===== src/rtl/regfile_write_arbiter.sv =====
// Shares one register-file write port among NUM_REQ sources; RF_ARB_FIXED_PRIO_EN selects fixed priority over round-robin.
// Latency: accept->buffer 1 cycle, buffer->rf_* 1 cycle; backpressure via req_ready (full buffer or same-register WAW hazard).
module regfile_write_arbiter #(
  parameter int NUM_REQ = 3,
  parameter int DATA_W  = 32,
  parameter int ADDR_W  = 5
) (
  input  logic                        clk,
  input  logic                        rst,
  input  logic [NUM_REQ-1:0]          req_valid,
  output logic [NUM_REQ-1:0]          req_ready,
  input  logic [NUM_REQ*ADDR_W-1:0]   req_addr,
  input  logic [NUM_REQ*DATA_W-1:0]   req_data,
  output logic                        rf_reg_write,
  output logic [ADDR_W-1:0]           rf_write_reg,
  output logic [DATA_W-1:0]           rf_write_data,
  output logic [(1<<ADDR_W)-1:0]      pending
);

  localparam int IDX_W = (NUM_REQ > 1) ? $clog2(NUM_REQ) : 1;

  logic [NUM_REQ-1:0] buf_valid_q, buf_valid_d;
  logic [ADDR_W-1:0]  buf_addr_q [NUM_REQ];
  logic [ADDR_W-1:0]  buf_addr_d [NUM_REQ];
  logic [DATA_W-1:0]  buf_data_q [NUM_REQ];
  logic [DATA_W-1:0]  buf_data_d [NUM_REQ];

  logic               rf_reg_write_q, rf_reg_write_d;
  logic [ADDR_W-1:0]  rf_write_reg_q, rf_write_reg_d;
  logic [DATA_W-1:0]  rf_write_data_q, rf_write_data_d;

  logic [NUM_REQ-1:0] grant;
  logic               grant_any;
  logic [IDX_W-1:0]   grant_idx;
  logic [NUM_REQ-1:0] waw_block;
  logic [NUM_REQ-1:0] rdy;
  logic [NUM_REQ-1:0] accept;

`ifndef RF_ARB_FIXED_PRIO_EN
  logic [IDX_W-1:0]   last_q, last_d;
`endif

  // Grant looks only at buffered state, so it never depends on req_valid.
  always_comb begin
    grant     = '0;
    grant_any = 1'b0;
    grant_idx = '0;
`ifdef RF_ARB_FIXED_PRIO_EN
    for (int k = NUM_REQ - 1; k >= 0; k--) begin
      if (buf_valid_q[k]) begin
        grant_any = 1'b1;
        grant_idx = IDX_W'(k);
      end
    end
`else
    // Walk backwards so the smallest offset from last+1 is the final winner.
    for (int k = NUM_REQ; k >= 1; k--) begin
      if (buf_valid_q[(int'(last_q) + k) % NUM_REQ]) begin
        grant_any = 1'b1;
        grant_idx = IDX_W'((int'(last_q) + k) % NUM_REQ);
      end
    end
`endif
    if (grant_any) grant[grant_idx] = 1'b1;
  end

  always_comb begin
    waw_block = '0;
    rdy       = '0;
    for (int i = 0; i < NUM_REQ; i++) begin
      if (req_addr[i*ADDR_W +: ADDR_W] != '0) begin
        for (int j = 0; j < NUM_REQ; j++) begin
          if (j != i && buf_valid_q[j] && !grant[j] &&
              buf_addr_q[j] == req_addr[i*ADDR_W +: ADDR_W])
            waw_block[i] = 1'b1;
        end
        // Same-cycle collision: a lower index that will be accepted wins.
        for (int j = 0; j < i; j++) begin
          if (req_valid[j] && rdy[j] &&
              req_addr[j*ADDR_W +: ADDR_W] == req_addr[i*ADDR_W +: ADDR_W])
            waw_block[i] = 1'b1;
        end
      end
      rdy[i] = (!buf_valid_q[i] || grant[i]) && !waw_block[i];
    end
  end

  assign req_ready = rdy;
  assign accept    = req_valid & rdy;

  always_comb begin
    buf_valid_d     = buf_valid_q & ~grant;
    buf_addr_d      = buf_addr_q;
    buf_data_d      = buf_data_q;
    rf_reg_write_d  = grant_any;
    rf_write_reg_d  = rf_write_reg_q;
    rf_write_data_d = rf_write_data_q;
    if (grant_any) begin
      rf_write_reg_d  = buf_addr_q[grant_idx];
      rf_write_data_d = buf_data_q[grant_idx];
    end
    // Writes to register 0 complete the handshake but are dropped here.
    for (int i = 0; i < NUM_REQ; i++) begin
      if (accept[i] && req_addr[i*ADDR_W +: ADDR_W] != '0) begin
        buf_valid_d[i] = 1'b1;
        buf_addr_d[i]  = req_addr[i*ADDR_W +: ADDR_W];
        buf_data_d[i]  = req_data[i*DATA_W +: DATA_W];
      end
    end
  end

`ifndef RF_ARB_FIXED_PRIO_EN
  always_comb begin
    last_d = last_q;
    if (grant_any) last_d = grant_idx;
  end
`endif

  always_ff @(posedge clk) begin
    if (rst) begin
      buf_valid_q     <= '0;
      rf_reg_write_q  <= 1'b0;
      rf_write_reg_q  <= '0;
      rf_write_data_q <= '0;
`ifndef RF_ARB_FIXED_PRIO_EN
      last_q          <= IDX_W'(NUM_REQ - 1);
`endif
    end else begin
      buf_valid_q     <= buf_valid_d;
      rf_reg_write_q  <= rf_reg_write_d;
      rf_write_reg_q  <= rf_write_reg_d;
      rf_write_data_q <= rf_write_data_d;
`ifndef RF_ARB_FIXED_PRIO_EN
      last_q          <= last_d;
`endif
    end
    buf_addr_q <= buf_addr_d;
    buf_data_q <= buf_data_d;
  end

  always_comb begin
    pending = '0;
    for (int i = 0; i < NUM_REQ; i++) begin
      if (buf_valid_q[i]) pending[buf_addr_q[i]] = 1'b1;
    end
    if (rf_reg_write_q) pending[rf_write_reg_q] = 1'b1;
    pending[0] = 1'b0;
  end

  assign rf_reg_write  = rf_reg_write_q;
  assign rf_write_reg  = rf_write_reg_q;
  assign rf_write_data = rf_write_data_q;

endmodule


===== config.mk =====
export PLATFORM = sky130hd
export DESIGN_NAME = regfile_write_arbiter
export DESIGN_NICKNAME = d
export VERILOG_FILES = /design/src/rtl/regfile_write_arbiter.sv
export SDC_FILE = /design/constraint.sdc
export NUM_CORES = 1
export LEC_CHECK = 0
export ABC_CLOCK_PERIOD_IN_PS = 7200
export BUFFER_PORTS_ARGS = -buffer_cell sky130_fd_sc_hd__buf_4
export CORE_UTILIZATION = 40
export CTS_CLUSTER_DIAMETER = 60
export CTS_CLUSTER_SIZE = 28
export DETAILED_ROUTE_END_ITERATION = 6
export MAX_ROUTING_LAYER = met4
export PLACE_DENSITY_LB_ADDON = 0.12
export SLEW_MARGIN = 20
export SYNTH_ARGS = -nofsm -noshare
export SYNTH_HDL_FRONTEND = slang
export SYNTH_SLANG_ARGS = --single-unit

===== constraint.sdc =====
create_clock -name clk -period 7.2 [get_ports clk]
set_input_delay 0.36 -clock clk [delete_from_list [all_inputs] [get_ports clk]]
set_output_delay 0.36 -clock clk [all_outputs]
set_load 0.05 [all_outputs]

==> flow_summary.yaml, run 1 <==
sta:
  worstMarginPinSlew_ns: 0.962
  fmax_mhz: 235
  setup_ws_ns: 2.95
  relSlewSlack: 0.357
  setup-tns-final_ns: 0
  rsz0062_at_grt: "no"
  min_period_ns: 4.25
  hold_slack_ns: 0.114
  fin_crit_sh: 0.590
  maxSlewViolCount: 0
  setup_violations: 0
  fin_worst_skew_ns: 0.0123
  hold_viol: 0
layout:
  post-route-util: 0.522
  layout_common_cells: "buf_4 (192), edfxtp_1 (111), nor2_1 (65), dfxtp_1 (43), mux2i_1 (40)"
  fin_cells: 1076
  fin_area_um2: 9760
  areaGrowthSynthToFinish_pct: 27.9
  drive_above_1_share: 0.297
  finalNetCount: 949
  diodes: 0
  largest_reg_flops: 96
  largest-register: "buf_data_q"
  mostFrequentLayoutCell: "buf_4"
  fillers: 1649
detailed_routing:
  top_layer: "met4"
  dr_wl_met3_um: 1460
  wl_um: 22000
  drt-vias-per-instance: 5.71
  wl_met1_um: 9650
  wire_per_inst_um: 20.4
  drc: 0
  num_vias: 6141
  dr.pass1.iters: 5
  drtAntennaViolNets: 0
  drt_iter0_drc: 358
  wl_met2_um: 10600
placed_design:
  place_ws_ns: 2.95
  dp_cells: 1044
  dpl.hpwl_um: 15200
  place.gp.congestion: 0.910
  dpl-instance-area_um2: 9130
  portBuffers: 187
logic_synthesis:
  synth-edff-count: 111
  synth_area_per_cell_um2: 11.2
  synth.area.top_cells: "edfxtp_1 (44%), dfxtp_1 (11%), mux2i_1 (5.2%)"
  netlist_area_um2: 7630
  yosys.area.top_type: "edfxtp_1"
  ys_seq_area_frac: 0.550
  synth_cell_types: 57
  yosys_warnings: 0
  synthFlopType: "edfxtp_1"
  synth_top_area_frac: 0.437
  ys_seq_elements: 154
  synth_fp_nets: 800
  netlist_instances: 680
  ys_async_sr_fraction: 0
clock_network:
  cts_resized: 0
  ctsHoldBuffers: 0
  cts_max_path_buffers: 2
  clk_latency_ns: 0.42
  postCtsSetupBuffers: 0
  cts_tree: "done"
  root_buffer: "clkbuf_16"
  cts_buffers: 17
  htreeDepth: 4
  cts.sink_count: 154
  clk_pin_slew_worst_paths_ns: 0.06
floorplan:
  start_util: 0.408
  dieHeight_um: 140
  pin_count: 189
  die_x_um: 140
  std_cell_rows: 50
  dieArea_um2: 19600
  coreArea_um2: 18700
setup_path:
  crit_fanout: 32
  end_kind: "flop"
  critPathKind: "reg2reg"
  required_ns: 7.25
  arrival_ns: 4.30
  start_kind: "flop"
global_routing:
  grt_pass1_wl_um: 33800
  grt-ovfl-total: 0
  grt_use_total: 0.232
  grt_antenna_before_repair: 0
  grt_pass1_vias: 6125
  grt_max_degree: 63
outcome:
  status: "finished, final reports clean"
pwr:
  p_per_area_nw_per_um2: 442
  vdd_drop_max_mv: 0.257
  p_leak_nw: 3.76
  report.power.total_mw: 4.31
flow_run:
  max_cap_violations: 0
min_path:
  hp-class: "in2reg"
[final timing paths]
kind / from / endpoint / slack [ns] / cells past startpoint
max: last_q[0] / buf_data_q[53] / 2.95 / 10
min reg2reg: rf_write_data[31] / rf_write_data[31] / 0.46 / 2
max reg2reg: last_q[0] / buf_data_q[53] / 2.95 / 10
min: req_data[33] / buf_data_q[33] / 0.11 / 1
[synth_stat cells, types with 10 or more instances]
master and number:
nand3_1 11, mux2i_1 40, a211o_1 24, nor3b_1 10, nor2_1 65, dfxtp_1 43, a21oi_1 32, clkbuf_1 50
nand2_1 40, a22oi_1 30, nor3_1 13, edfxtp_1 111, nand3b_1 15, xnor2_1 17, o21a_1 16, o221ai_1 21
inv_1 11, xor2_1 28
[layout make-up]
type                    count  area, um2  area share
multi-input cells         452       3160       0.324
well taps                 234        293      0.0300
inverters                  12       45.0     0.00462
flip-flops and latches    154       4190       0.430
repair buffers            192       1440       0.148
clock inverters            14        188      0.0192
clock buffers              18        439      0.0450
[power by group]
part           internal (mW)  switching (mW)  total [mW]
Combinational          0.736            1.26        2.00
Sequential              1.21           0.175        1.38
Clock                  0.563           0.370       0.932
Total                   2.50            1.81        4.31
[metal layers]
metal / vias to the layer above / GRT usage
met3: 32 / 0.0400
met1: 2968 / 0.302
met5: - / -
li1: 2847 / -
met2: 294 / 0.371
met4: 0 / 0.0677
[cells by family after synthesis]
group                    after synthesis  synth area share
AND/OR/NAND/NOR                      201             0.135
buffers and inverters                 74            0.0397
adder cells (fa/ha/maj)                4           0.00656
XOR/XNOR                              45            0.0517
other                                  1          0.000491
multiplexers                          42            0.0564
AO/OA/AOI/OAI                        159             0.161
flip-flops                           154             0.550
[worst max-delay path, cell delays in order, from the launching register on]
cell and delay, ns:
dfxtp_1 0.38, inv_1 0.08, ha_1 0.42, mux2i_1 0.34, o21ai_2 0.16, o32ai_4 0.75, a21oi_2 0.14, o211ai_2 0.28
nor2_1 0.10, nor4_2 0.65, buf_4 0.57
Note: power is estimated with default switching activity, not from simulation.
==> inputs of run 2 (changes only) <==
- ABC_AREA: not set -> 1
- ABC_CLOCK_PERIOD_IN_PS: 7200 -> 3800
- clock period: 7.2 -> 3.8 ns (I/O delays scaled with it)
==> run 2 against run 1 <==
Net effect:
- the flow now finishes with violations (design-rule violations)
- core utilization up 6.9 points
- largest power group unchanged
- via count up 13%
- power up 91%
- global-route usage up 3.4 points
- critical path depth up 9
- register-to-register slack worse by 2.5 ns
- non-clock buffer count up 104
==> flow_summary.yaml, run 2 <==
global_routing:
  grt_antenna_before_repair: 0
  grt_pass1_wl_um: 38400
  grt_use_total: 0.266
  grt_pass1_vias: 7027
  grt-ovfl-total: 0
  grt_max_degree: 49
layout:
  largest_reg_flops: 96
  mostFrequentLayoutCell: "buf_4"
  fillers: 1522
  drive_above_1_share: 0.268
  fin_cells: 1256
  finalNetCount: 1134
  diodes: 0
  layout_common_cells: "buf_4 (193), edfxtp_1 (111), nand2_1 (110), dlygate4sd3_1 (100), inv_1 (64)"
  areaGrowthSynthToFinish_pct: 43.2
  largest-register: "buf_data_q"
placed_design:
  dpl.hpwl_um: 16900
  place_ws_ns: 0.467
  portBuffers: 187
  place.gp.congestion: 0.975
  dp_cells: 1124
detailed_routing:
  drt-vias-per-instance: 5.52
  num_vias: 6929
  dr.pass1.iters: 7
  drtAntennaViolNets: 0
  wl_um: 24600
  drt_iter0_drc: 430
  wire_per_inst_um: 19.6
  drc: 20
logic_synthesis:
  netlist_instances: 740
  synth.top_cells.by_count: "edfxtp_1 (111), nand2_1 (110), inv_1 (66), dfxtp_1 (43), nand3_1 (40)"
  synth_area_per_cell_um2: 10.1
  muxShareOfSynthArea: 0
  post-synth-top-count-cell: "edfxtp_1"
  synth-edff-count: 111
  synth_fp_nets: 860
  synth_cell_types: 50
  ys_seq_area_frac: 0.563
  synth_compound_area_frac: 0.185
  yosys_warnings: 0
  synthFlopType: "edfxtp_1"
  synth_adder_area_share: 0.00671
  yosys.area.top_type: "edfxtp_1"
  synth_simple_gate_area_frac: 0.164
  ys_seq_elements: 154
  ys_async_sr_fraction: 0
  synth_top_family_by_area: "compound AO/OA/AOI/OAI gates"
  netlist_area_um2: 7460
  synth_xor_area_frac: 0.0223
  synth_top_area_frac: 0.447
  synth.area.top_cells: "edfxtp_1 (45%), dfxtp_1 (12%), nand2_1 (5.5%)"
pwr:
  power.share.clock: 0.203
  p_leak_nw: 4.23
  p_sw_frac: 0.453
  seqPwrFrac: 0.310
  switchingPower_mw: 3.73
  vdd_drop_max_mv: 0.422
  p_per_area_nw_per_um2: 770
  p_comb_frac: 0.486
  intPower_mw: 4.49
sta:
  worstMarginPinSlew_ns: 0.871
  relSlewSlack: 0.415
  setup_ws_ns: 0.321
  rsz0062_at_grt: "no"
  fin_worst_skew_ns: 0.0164
  fmax_mhz: 287
  setup_violations: 0
  hold_viol: 0
  fin_crit_sh: 0.916
  min_period_ns: 3.48
  maxSlewViolCount: 0
  setup-tns-final_ns: 0
clock_network:
  clk_pin_slew_worst_paths_ns: 0.07
  postCtsSetupBuffers: 0
  cts_max_path_buffers: 2
  root_buffer: "clkbuf_16"
  cts_buffers: 17
  htreeDepth: 4
  clk_latency_ns: 0.43
  cts.sink_count: 154
  cts_tree: "done"
setup_path:
  crit_start: "last_q[0]"
  r2r-start: "last_q[0]"
  reg2regPathDepth: 17
  start_kind: "flop"
  critPathKind: "reg2out"
  r2r_slack_ns: 0.41
  end_kind: "output port"
  required_ns: 3.61
  arrival_ns: 3.29
  crit_fanout: 11
min_path:
  holdPathStages: 1
  hp-class: "in2reg"
  min_from: "req_addr[10]"
floorplan:
  coreArea_um2: 18100
  pin_count: 189
  dieHeight_um: 139
  die_x_um: 139
  dieArea_um2: 19200
  std_cell_rows: 49
  start_util: 0.412
outcome:
  violations: "design-rule violations"
  status: "finished, violations left"
flow_run:
  max_cap_violations: 0
run 2: changes by cell type after synthesis, moves of 17 or more:
cell	previous run	this run
o21ai_0	2	39
o211ai_1	2	31
nand3_1	11	40
o22a_1	1	18
nand2_1	40	110
inv_1	11	66
a31oi_1	0	28
nor2_1	65	28
a211o_1	24	0
a22oi_1	30	1
mux2i_1	40	0
run 2: logic make-up (layout without fill, tap and decap cells):
family | count (synthesis) | after routing
AOI/OAI and AO/OA | 195 | 195
xor gates and xnor gates | 19 | 19
adders and majority gates | 4 | 4
buffers and inverters | 113 | 400
DFF | 154 | 154
other | 1 | 1
and+or+nand+nor | 254 | 254
run 2: worst paths after layout:
path	end
worst max-delay path	req_ready[2]
worst min-delay path	buf_addr_q[0]
worst max register to register	buf_data_q[40]
worst min register to register	rf_write_data[25]
run 2: worst max-delay path, cell delays in order, from the launching register on:
cell and delay (ns):
dfxtp_1 0.38, inv_1 0.08, ha_1 0.38, nand2_1 0.10, nor2_1 0.06, inv_1 0.11
nand2_1 0.12, a31oi_1 0.22, nand2_1 0.26, o21ai_2 0.32, o21ai_1 0.11, inv_1 0.07
nand2_1 0.06, nand2_1 0.07, nand4_1 0.08, nand2_1 0.08, nand2_2 0.06, nand2_2 0.09
inv_1 0.05, buf_4 0.18
run 2: area by class of cell:
class | count | area, um2 | share of cell area
clock buffers | 18 | 429 | 0.0402
clock inverters | 14 | 158 | 0.0148
inverters | 72 | 275 | 0.0258
multi-input cells | 473 | 2830 | 0.265
flip-flops and latches | 154 | 4190 | 0.393
well taps | 229 | 287 | 0.0268
repair buffers | 296 | 2510 | 0.235
run 2: metrics by stage:
| step | total power [mW] | utilization | hold slack, ns | instance area (um2) |
|---|---|---|---|---|
| after floorplan | 5.26 | - | 0.289 | 7460 |
| after global placement | 6.40 | 0.503 | 0.368 | 9090 |
| after detailed placement | 6.48 | 0.503 | 0.369 | 9090 |
| after CTS | 8.24 | 0.591 | 0.00339 | 10700 |
| after global routing | 8.69 | 0.591 | 0.0149 | 10700 |
| final | 8.22 | 0.591 | 0.0321 | 10700 |
run 2: power by group through the flow:
| stage | clock [mW] | sequential [mW] | combinational, mW |
|---|---|---|---|
| floorplan | 0 | 3.03 | 2.23 |
| global placement | 0 | 2.57 | 3.83 |
| detailed placement | 0 | 2.58 | 3.90 |
| CTS | 1.70 | 2.55 | 3.99 |
| global route | 1.77 | 2.59 | 4.33 |
| finish | 1.67 | 2.55 | 4.00 |
run 2: repair_timing:
| action | 4_1_cts | 5_1_grt |
|---|---|---|
| gates resized for setup | 0 | 0 |
| hold buffers | 100 | 0 |
| hold endpoints to repair | 100 | 0 |
run 2: routing by layer:
metal	global-route usage	up-vias	routed length, um
met1	0.314	3332	10100
met2	0.448	301	12400
met4	0.0846	0	444
li1	-	3261	-
met3	0.0606	35	1700
met5	-	-	0
